[src/rtl/regfile_pkg.sv]
// regfile_pkg: shared defaults and index legality for the register file
package regfile_pkg;
  localparam int unsigned DATA_W_DEF   = 32;
  localparam int unsigned ADDR_W_DEF   = 4;
  localparam int unsigned PC_IDX_DEF   = 15;
  localparam int unsigned PC_RESET_DEF = 1;
  function automatic logic is_writable(input int unsigned idx, input int unsigned pc_idx, input bit zero_r0);
    return idx != pc_idx && !(zero_r0 && idx == 0);
  endfunction
endpackage

[src/rtl/regfile_if.sv]
// regfile_if: decode/writeback bus to the register file
interface regfile_if
  import regfile_pkg::*;
#(
  parameter int unsigned DATA_W = DATA_W_DEF,
  parameter int unsigned ADDR_W = ADDR_W_DEF
) ();
  logic              rd_en;
  logic [ADDR_W-1:0] rs_a;
  logic [ADDR_W-1:0] rs_b;
  logic [DATA_W-1:0] rdata_a;
  logic [DATA_W-1:0] rdata_b;
  logic              we;
  logic [ADDR_W-1:0] waddr;
  logic [DATA_W-1:0] wdata;
  logic              pc_we;
  logic [DATA_W-1:0] pc_wdata;
  logic [DATA_W-1:0] pc_out;
  logic              issue_valid;
  logic [ADDR_W-1:0] issue_rd;
  logic              busy_a;
  logic              busy_b;
  modport master (
    output rd_en, rs_a, rs_b, we, waddr, wdata, pc_we, pc_wdata, issue_valid, issue_rd,
    input  rdata_a, rdata_b, pc_out, busy_a, busy_b
  );
  modport slave (
    input  rd_en, rs_a, rs_b, we, waddr, wdata, pc_we, pc_wdata, issue_valid, issue_rd,
    output rdata_a, rdata_b, pc_out, busy_a, busy_b
  );
endinterface

[src/rtl/regfile_scoreboard.sv]
// regfile_scoreboard: per-register pending-write bits with two hazard lookups
module regfile_scoreboard
  import regfile_pkg::*;
#(
  parameter int unsigned ADDR_W  = ADDR_W_DEF,
  parameter int unsigned PC_IDX  = PC_IDX_DEF,
  parameter bit          ZERO_R0 = 1'b0
) (
  input  logic              clk,
  input  logic              reset,
  input  logic              issue_valid_i,
  input  logic [ADDR_W-1:0] issue_rd_i,
  input  logic              wr_valid_i,
  input  logic [ADDR_W-1:0] waddr_i,
  input  logic [ADDR_W-1:0] rs_a_i,
  input  logic [ADDR_W-1:0] rs_b_i,
  output logic              busy_a_o,
  output logic              busy_b_o
);
  localparam int unsigned NREGS = 2**ADDR_W;
  logic [NREGS-1:0] busy_q, busy_d;
  // issue is applied after clear so a same-cycle reissue keeps the bit set
  always_comb begin
    busy_d = busy_q;
    if (wr_valid_i) busy_d[waddr_i] = 1'b0;
    if (issue_valid_i && is_writable(32'(issue_rd_i), PC_IDX, ZERO_R0)) busy_d[issue_rd_i] = 1'b1;
  end
  always_ff @(posedge clk or posedge reset)
    if (reset) busy_q <= '0;
    else busy_q <= busy_d;
  assign busy_a_o = busy_q[rs_a_i] && !(wr_valid_i && waddr_i == rs_a_i);
  assign busy_b_o = busy_q[rs_b_i] && !(wr_valid_i && waddr_i == rs_b_i);
endmodule

[src/rtl/regfile_sb.sv]
// regfile_sb: bypassed register file with protected PC and pending-write scoreboard
module regfile_sb
  import regfile_pkg::*;
#(
  parameter int unsigned DATA_W   = DATA_W_DEF,
  parameter int unsigned ADDR_W   = ADDR_W_DEF,
  parameter int unsigned PC_IDX   = PC_IDX_DEF,
  parameter int unsigned PC_RESET = PC_RESET_DEF,
  parameter bit          ZERO_R0  = 1'b0
) (
  input logic      clk,
  input logic      reset,
  regfile_if.slave bus
);
  localparam int unsigned       NREGS = 2**ADDR_W;
  localparam logic [ADDR_W-1:0] PC_A  = ADDR_W'(PC_IDX);
  logic [DATA_W-1:0] regs_q [NREGS];
  logic [DATA_W-1:0] regs_d [NREGS];
  logic [DATA_W-1:0] rdata_a_q, rdata_b_q, byp_a, byp_b;
  logic              wr_valid;
  assign wr_valid = bus.we && is_writable(32'(bus.waddr), PC_IDX, ZERO_R0);
  // in-flight writes are forwarded so reads never see a stale value
  assign byp_a = (ZERO_R0 && bus.rs_a == '0) ? '0 :
                 (wr_valid && bus.waddr == bus.rs_a) ? bus.wdata :
                 (bus.pc_we && bus.rs_a == PC_A) ? bus.pc_wdata : regs_q[bus.rs_a];
  assign byp_b = (ZERO_R0 && bus.rs_b == '0) ? '0 :
                 (wr_valid && bus.waddr == bus.rs_b) ? bus.wdata :
                 (bus.pc_we && bus.rs_b == PC_A) ? bus.pc_wdata : regs_q[bus.rs_b];
  always_comb begin
    regs_d = regs_q;
    if (wr_valid) regs_d[bus.waddr] = bus.wdata;
    if (bus.pc_we) regs_d[PC_A] = bus.pc_wdata;
  end
  always_ff @(posedge clk or posedge reset)
    if (reset) begin
      for (int i = 0; i < NREGS; i++) regs_q[i] <= (i == PC_IDX) ? DATA_W'(PC_RESET) : '0;
      rdata_a_q <= '0;
      rdata_b_q <= '0;
    end else begin
      regs_q    <= regs_d;
      rdata_a_q <= bus.rd_en ? byp_a : rdata_a_q;
      rdata_b_q <= bus.rd_en ? byp_b : rdata_b_q;
    end
  assign bus.rdata_a = rdata_a_q;
  assign bus.rdata_b = rdata_b_q;
  assign bus.pc_out  = regs_q[PC_A];
  regfile_scoreboard #(.ADDR_W(ADDR_W), .PC_IDX(PC_IDX), .ZERO_R0(ZERO_R0)) u_sb (
    .clk          (clk),
    .reset        (reset),
    .issue_valid_i(bus.issue_valid),
    .issue_rd_i   (bus.issue_rd),
    .wr_valid_i   (wr_valid),
    .waddr_i      (bus.waddr),
    .rs_a_i       (bus.rs_a),
    .rs_b_i       (bus.rs_b),
    .busy_a_o     (bus.busy_a),
    .busy_b_o     (bus.busy_b)
  );
endmodule
[src/flat_wrapper.sv]
// flat-port wrapper written by rule: the top's interface ports become plain ports
module regfile_sb_flat import regfile_pkg::*;
#(
  parameter int unsigned DATA_W   = DATA_W_DEF,
  parameter int unsigned ADDR_W   = ADDR_W_DEF,
  parameter int unsigned PC_IDX   = PC_IDX_DEF,
  parameter int unsigned PC_RESET = PC_RESET_DEF,
  parameter bit          ZERO_R0  = 1'b0
)
  (clk, reset, bus_rd_en, bus_rs_a, bus_rs_b, bus_we, bus_waddr, bus_wdata, bus_pc_we, bus_pc_wdata, bus_issue_valid, bus_issue_rd, bus_rdata_a, bus_rdata_b, bus_pc_out, bus_busy_a, bus_busy_b);
  regfile_if #(.DATA_W(DATA_W), .ADDR_W(ADDR_W)) bus_i ();
  input logic clk;
  input logic reset;
  input wire logic [$bits(bus_i.rd_en)-1:0] bus_rd_en;
  input wire logic [$bits(bus_i.rs_a)-1:0] bus_rs_a;
  input wire logic [$bits(bus_i.rs_b)-1:0] bus_rs_b;
  input wire logic [$bits(bus_i.we)-1:0] bus_we;
  input wire logic [$bits(bus_i.waddr)-1:0] bus_waddr;
  input wire logic [$bits(bus_i.wdata)-1:0] bus_wdata;
  input wire logic [$bits(bus_i.pc_we)-1:0] bus_pc_we;
  input wire logic [$bits(bus_i.pc_wdata)-1:0] bus_pc_wdata;
  input wire logic [$bits(bus_i.issue_valid)-1:0] bus_issue_valid;
  input wire logic [$bits(bus_i.issue_rd)-1:0] bus_issue_rd;
  output wire logic [$bits(bus_i.rdata_a)-1:0] bus_rdata_a;
  output wire logic [$bits(bus_i.rdata_b)-1:0] bus_rdata_b;
  output wire logic [$bits(bus_i.pc_out)-1:0] bus_pc_out;
  output wire logic [$bits(bus_i.busy_a)-1:0] bus_busy_a;
  output wire logic [$bits(bus_i.busy_b)-1:0] bus_busy_b;
  assign bus_i.rd_en = bus_rd_en;
  assign bus_i.rs_a = bus_rs_a;
  assign bus_i.rs_b = bus_rs_b;
  assign bus_i.we = bus_we;
  assign bus_i.waddr = bus_waddr;
  assign bus_i.wdata = bus_wdata;
  assign bus_i.pc_we = bus_pc_we;
  assign bus_i.pc_wdata = bus_pc_wdata;
  assign bus_i.issue_valid = bus_issue_valid;
  assign bus_i.issue_rd = bus_issue_rd;
  assign bus_rdata_a = bus_i.rdata_a;
  assign bus_rdata_b = bus_i.rdata_b;
  assign bus_pc_out = bus_i.pc_out;
  assign bus_busy_a = bus_i.busy_a;
  assign bus_busy_b = bus_i.busy_b;
  regfile_sb #(.DATA_W(DATA_W), .ADDR_W(ADDR_W), .PC_IDX(PC_IDX), .PC_RESET(PC_RESET), .ZERO_R0(ZERO_R0)) u_core (.clk(clk), .reset(reset), .bus(bus_i));
endmodule
[config.mk]
export PLATFORM = sky130hd
export DESIGN_NAME = regfile_sb_flat
export DESIGN_NICKNAME = d
export VERILOG_FILES = /design/src/rtl/regfile_pkg.sv /design/src/rtl/regfile_if.sv /design/src/rtl/regfile_scoreboard.sv /design/src/rtl/regfile_sb.sv /design/src/flat_wrapper.sv
export SDC_FILE = /design/constraint.sdc
export NUM_CORES = 1
export LEC_CHECK = 0
export ABC_AREA = 1
export BUFFER_PORTS_ARGS = -buffer_cell sky130_fd_sc_hd__buf_2
export CAP_MARGIN = 20
export CORE_MARGIN = 4
export CORE_UTILIZATION = 45
export DETAILED_ROUTE_END_ITERATION = 10
export PLACE_DENSITY = 0.67
export SLEW_MARGIN = 20
export SYNTH_ARGS = -nofsm -noshare
export SYNTH_HDL_FRONTEND = slang
export SYNTH_HIERARCHICAL = 1
export SYNTH_SLANG_ARGS = --single-unit
export TNS_END_PERCENT = 30
[constraint.sdc]
create_clock -name clk -period 19.4 [get_ports clk]
set_input_delay 0.97 -clock clk [delete_from_list [all_inputs] [get_ports clk]]
set_output_delay 0.97 -clock clk [all_outputs]
set_load 0.02 [all_outputs]
==> metrics.yaml, run 1 <==
run_status:
  status: "completed"
timing:
  setup_violations: 0
  timing.final.crit_share_pct: 19.1
  whs_ns: 0.483
  worstMarginPinSlew_ns: 1.14
  hold_viol: 0
  fin_worst_skew_ns: 0.0182
  rsz0062_at_grt: "false"
  max_freq_mhz: 270
  max-slew-margin-rel_pct: 23.7
  fin_crit_ns: 3.70
  setup_tns_ns: 0
  slew_viol_final: 0
die:
  fp.dieH_um: 283
  core_area_sq_um: 74700
  die_width_um: 283
  dieArea_sq_um: 80200
  initial_core_util_pct: 45.6
  io_pins: 184
  rows: 100
routing:
  antenna_left: 0
  detail_route.iter0.violations: 4308
  firstDrtPassIters: 6
  remaining_drc_errors: 0
  viasPerCell: 5.77
  wire_per_inst_um: 21.5
  vias: 34100
  wl_um: 127000
global_route:
  grt_max_degree: 200
  grt.total_usage_pct: 30.7
  grt_pass1_vias: 31300
  grt_overflow: 0
  grt_pass1_wl_um: 193000
  antenna_found_initial: 6
power:
  max-vdd-ir-drop_uv: 52.7
  p_leak_nw: 18.1
  powerDensity_nw_per_um2: 102
cts:
  cts_tree: "built"
  cts.clk_slew.worst_paths_ns: 0.06
  clock_latency_ns: 0.61
  clockRootBuffer: "clkbuf_16"
  htree_levels: 3
  cts_setup_buffers: 0
  cts_buffers: 66
  clockBufferDepth: 3
  holdBufCountCts: 0
  cts_sinks: 592
  cts_resized: 0
layout:
  stdcell_count: 5910
  drive_above_1_share_pct: 8.04
  seqCellArea_sq_um: 14800
  layout.nets: 4979
  syn2layout_area_growth_pct: 8.98
  fillers: 7421
  multi_input_area_sq_um: 15900
critical_path:
  rrSetupSlack_ns: 17.95
  setup.worst_path.end_class: "output port"
  worst_ep_arrival_time_ns: 2.73
  required_ns: 18.43
  path_max_fanout: 44
  path_class: "primary input to output port"
  critPathLaunchType: "primary input"
synth:
  yosys.area.top_type: "dfrtp_1"
  netlist.area_leader.share_pct: 43.4
  synthTopCellsByArea: "dfrtp_1 43%, nand2_1 17%, o21ai_0 7.3%, nand3_1 7.2%, nor2_1 5.2%"
  synth-seq-cells: 592
  netlist_area_sq_um: 34100
  ys_seq_area_share_pct: 43.5
  synth.distinct_cells: 36
  avgSynthCellArea_sq_um: 6.83
  synthCells: 4990
  ys_warn_count: 6
  syn-num-nets: 5076
placement:
  io_buffers: 183
  post-dp-hpwl_um: 69500
  place.gp.congestion: 0.840
  placed_cells: 5794
worst_hold_path:
  hp-class: "primary input to async pin"
run:
  drv_cap: 0
==> per-layer routing <==
metal	GRT usage [%]	share of wire (%)	up-vias
li1	-	-	15700
met1	42.0	41	16000
met2	47.1	43	2001
met3	7.23	12	345
met4	13.0	4.5	4
met5	0	0.021	-
==> final timing paths <==
check / from / to / cells past startpoint
worst max register to register: u_core/bus.pc_out[13]$_DFFE_PP0P_ / u_core/bus.rdata_b[13]$_DFFE_PP0P_ / 10
worst min-delay path: reset / u_core/u_sb/busy_q[1]$_DFF_PP0_ / 2
worst max-delay path: bus_rs_b[1] / bus_busy_b / 9
min in group clk: u_core/regs_q[278]$_DFFE_PP0P_ / u_core/regs_q[278]$_DFFE_PP0P_ / 2
max in group asynchronous: reset / u_core/regs_q[146]$_DFFE_PP0P_ / 4
worst min register to register: u_core/regs_q[278]$_DFFE_PP0P_ / u_core/regs_q[278]$_DFFE_PP0P_ / 2
==> area by class of cell <==
cell class                      count  share of cell area (%)
Multi-Input combinational cell   3553                    42.7
Sequential cell                   592                    39.9
Clock buffer                      106                    5.59
Inverter                          443                    4.54
Timing Repair Buffer              237                    3.70
Tap cell                          969                    3.26
Clock inverter                      7                   0.317
Antenna cell                        3                  0.0202
==> synth_stat cells (all sizes together) <==
| master | instances |
|---|---|
| o211ai | 166 |
| nor3 | 7 |
| clkbuf | 195 |
| nand4 | 2 |
| nand2 | 1593 |
| a21boi | 2 |
| or2 | 24 |
| inv | 441 |
| o221ai | 1 |
| dfstp | 1 |
| a21oi | 248 |
| o21ai | 513 |
| nand3 | 492 |
| clkinv | 2 |
| o31ai | 9 |
| dfrtp | 591 |
| nor2 | 486 |
| buf | 207 |
| o21a | 1 |
| xnor2 | 3 |
| xor2 | 6 |
==> flip-flops by register name (all words and copies together), names as in the netlist <==
register / flops
u_core/u_sb/busy_q: 16
u_core/bus.pc_out: 32
u_core/regs_q: 480
u_core/bus.rdata_a: 32
u_core/bus.rdata_b: 32
==> layout by cell type (no fill, tap or decap), types with 3 or more instances in the layout <==
master     netlist  routed
buf_2          145     178
nand2_1       1588    1581
o211ai_1       166     166
diode_2          0       3
nor2_1         476     475
o21ai_0        497     497
clkbuf_8         0      21
nand2_2          5      10
clkbuf_16        0      69
inv_2           10      13
or2_2           15      15
bufinv_16        0       3
inv_1          431     426
clkbuf_1       193      16
xnor2_1          3       3
nor3_1           5       5
a21oi_1        247     247
inv_6            0       4
buf_4           37      55
or2_0            9       9
o31ai_1          9       9
nor2_4           0      11
dfrtp_1        591     591
nand3_2          1       3
nand3_1        491     489
xor2_1           6       6
o21ai_1         15      15
==> through the flow <==
step                      cell area (sq um)  power [mW]  setup WS (ns)  utilization (%)
after floorplan                       34100        2.24           2.32                -
after global placement                34900        2.46          15.68             46.8
after detailed placement              34900        2.48          15.63             46.8
after CTS                             37100        3.77          15.73             49.7
after global routing                  37100        3.98          15.66             49.7
final                                 37100        3.78          15.70             49.7
==> worst max-delay path, stage by stage <==
cell and delay, ns:
buf_4 0.27, buf_4 0.63, inv_2 0.14, nand3_1 0.12, nand3_1 0.09, nand2_1 0.10
nand2_1 0.08, a21oi_2 0.13, buf_2 0.16
==> power breakdown <==
group	internal, mW	switching [mW]
Combinational	0.274	0.556
Sequential	1.49	0.165
Clock	0.769	0.522
Total	2.54	1.24
==> kinds of logic after synthesis <==
logic type	Yosys count	synth area share, %
AND/OR/NAND/NOR	2604	30.9
AO/OA/AOI/OAI	940	15.1
buffers and inverters	845	10.3
flip-flops	592	43.5
XOR/XNOR	9	0.231
(Power assumes the default switching activity.)
==> run 2, diff against run 1 <==
- PLACE_DENSITY: 0.67 -> 0.69
- clock period: 19.4 -> 3.3 ns (I/O delays scaled with it)
==> metrics.yaml, run 2 (synthesized netlist as in run 1, its figures left out) <==
cts:
  cts_sinks: 592
  cts_setup_buffers: 0
  htree_levels: 3
  cts.clk_slew.worst_paths_ns: 0.06
  clockRootBuffer: "clkbuf_16"
  clock_latency_ns: 0.61
  cts_tree: "built"
  clockBufferDepth: 3
  cts_buffers: 66
timing:
  slew_viol_final: 0
  max-slew-margin-rel_pct: 16.6
  fin_worst_skew_ns: 0.0159
  setup_slack_ns: 0.811
  max_freq_mhz: 402
  setup_violations: 0
  timing.final.crit_share_pct: 75.4
  rsz0062_at_grt: "false"
  hold_viol: 0
  fin_crit_ns: 2.49
  worstMarginPinSlew_ns: 1.25
critical_path:
  setup.worst_path.end_class: "output port"
  worst_ep_arrival_time_ns: 2.32
  critPathLaunchType: "primary input"
  path_max_fanout: 49
  slowest_delay_ns: 0.83
  required_ns: 3.13
  crit_chain: "buf_4 -> buf_4 -> inv_2 -> nand3_2 -> nand3_1 -> nand2_1 -> nand2_1 -> a21oi_1 -> buf_2"
  rr_worst_depth: 10
  cpMaxStageDelayCell: "buf_4"
  path_class: "primary input to output port"
routing:
  detail_route.iter0.violations: 4486
  wire_per_inst_um: 21.1
  firstDrtPassIters: 7
  viasPerCell: 5.76
  remaining_drc_errors: 0
  antenna_left: 0
  wl_um: 127000
  vias: 34700
layout:
  multi_input_area_sq_um: 15900
  mostFrequentLayoutCell: "nand2_1"
  syn2layout_area_growth_pct: 13.2
  seqCellArea_sq_um: 14800
  top_register: "u_core/regs_q"
  drive_above_1_share_pct: 8.68
  layout.nets: 5085
  final_cell_mix: "1581 x nand2_1, 591 x dfrtp_1, 497 x o21ai_0, 489 x nand3_1, 475 x nor2_1"
  largest_reg_flops: 480
  fillers: 7200
power:
  p_leak_nw: 18.8
  max-vdd-ir-drop_uv: 348
  p_total_mw: 22.6
  powerDensity_nw_per_um2: 586
global_route:
  grt.total_usage_pct: 30.8
  antenna_found_initial: 2
  grt_overflow: 0
  grt_max_degree: 160
  grt_pass1_vias: 32000
  grt_pass1_wl_um: 195000
die:
  core_area_sq_um: 74700
  dieArea_sq_um: 80200
  die_width_um: 283
  initial_core_util_pct: 45.6
  fp.dieH_um: 283
  io_pins: 184
  rows: 100
placement:
  place.gp.congestion: 0.876
  post-dp-hpwl_um: 73600
  post-place-ws_ns: 0.910
  io_buffers: 183
worst_hold_path:
  hp-class: "primary input to flop"
  whs_path_depth: 3
run:
  drv_cap: 0
run_status:
  status: "completed"
-- run 2: path summary, 6_finish.rpt --
path	startpoint	slack, ns	end
setup / recovery	bus_rs_a[1]	0.81	bus_busy_a
hold / removal	bus_waddr[0]	0.05	u_core/u_sb/busy_q[2]$_DFF_PP0_
setup reg to reg	u_core/bus.pc_out[13]$_DFFE_PP0P_	1.66	u_core/bus.rdata_b[13]$_DFFE_PP0P_
hold reg to reg	u_core/bus.rdata_b[2]$_DFFE_PP0P_	0.48	u_core/bus.rdata_b[2]$_DFFE_PP0P_
max in group asynchronous	reset	1.95	u_core/bus.pc_out[19]$_DFFE_PP0P_
min in group asynchronous	reset	0.23	u_core/u_sb/busy_q[15]$_DFF_PP0_
-- run 2: layout make-up --
type | instances | share of cell area (%)
antenna | 3 | 0.0195
clock buffer | 92 | 5.12
clock inverter | 24 | 0.792
inverter | 443 | 4.36
multi-input combinational | 3553 | 41.1
sequential | 592 | 38.4
tap | 969 | 3.14
timing repair buffer | 343 | 7.05
-- run 2: layer usage --
| metal | track usage (%) | part of all wire (%) | vias to the layer above |
|---|---|---|---|
| met5 | 0 | 0 | - |
| met4 | 13.9 | 4.6 | 0 |
| met3 | 7.06 | 11 | 370 |
| met2 | 47.2 | 44 | 2108 |
| met1 | 41.9 | 40 | 16200 |
| li1 | - | - | 16000 |
-- run 2: repair_timing --
action,CTS,global route
endpoints found under the hold margin,274,0
gates resized for setup,0,0
hold buffers,75,0
-- run 2: through the flow --
stage / util, % / cells / TNS (ns) / hold WS [ns] / cell area [sq um]
final: 51.6 / 6019 / 0 / 0.0537 / 38600
after global routing: 51.6 / 6017 / 0 / 0.0992 / 38600
after CTS: 51.6 / 6016 / 0 / 0.0185 / 38600
after detailed placement: 47.6 / 5825 / 0 / 0.302 / 35500
after global placement: 47.6 / 5825 / 0 / 0.296 / 35500
after floorplan: - / 4990 / -2711.74 / 0.0787 / 34100
-- run 2: worst max-delay path: cells and delay by family --
kind / cells / cell delay, ns
compound gates: 1 / 0.17
buf+inv: 4 / 1.58
simple gates: 4 / 0.33
-- run 2: where the power goes --
| part | internal, mW | switching [mW] | leakage [nW] |
|---|---|---|---|
| clock | 4.73 | 3.10 | 1.13 |
| sequential | 8.77 | 0.970 | 7.16 |
| combinational | 1.73 | 3.31 | 10.5 |
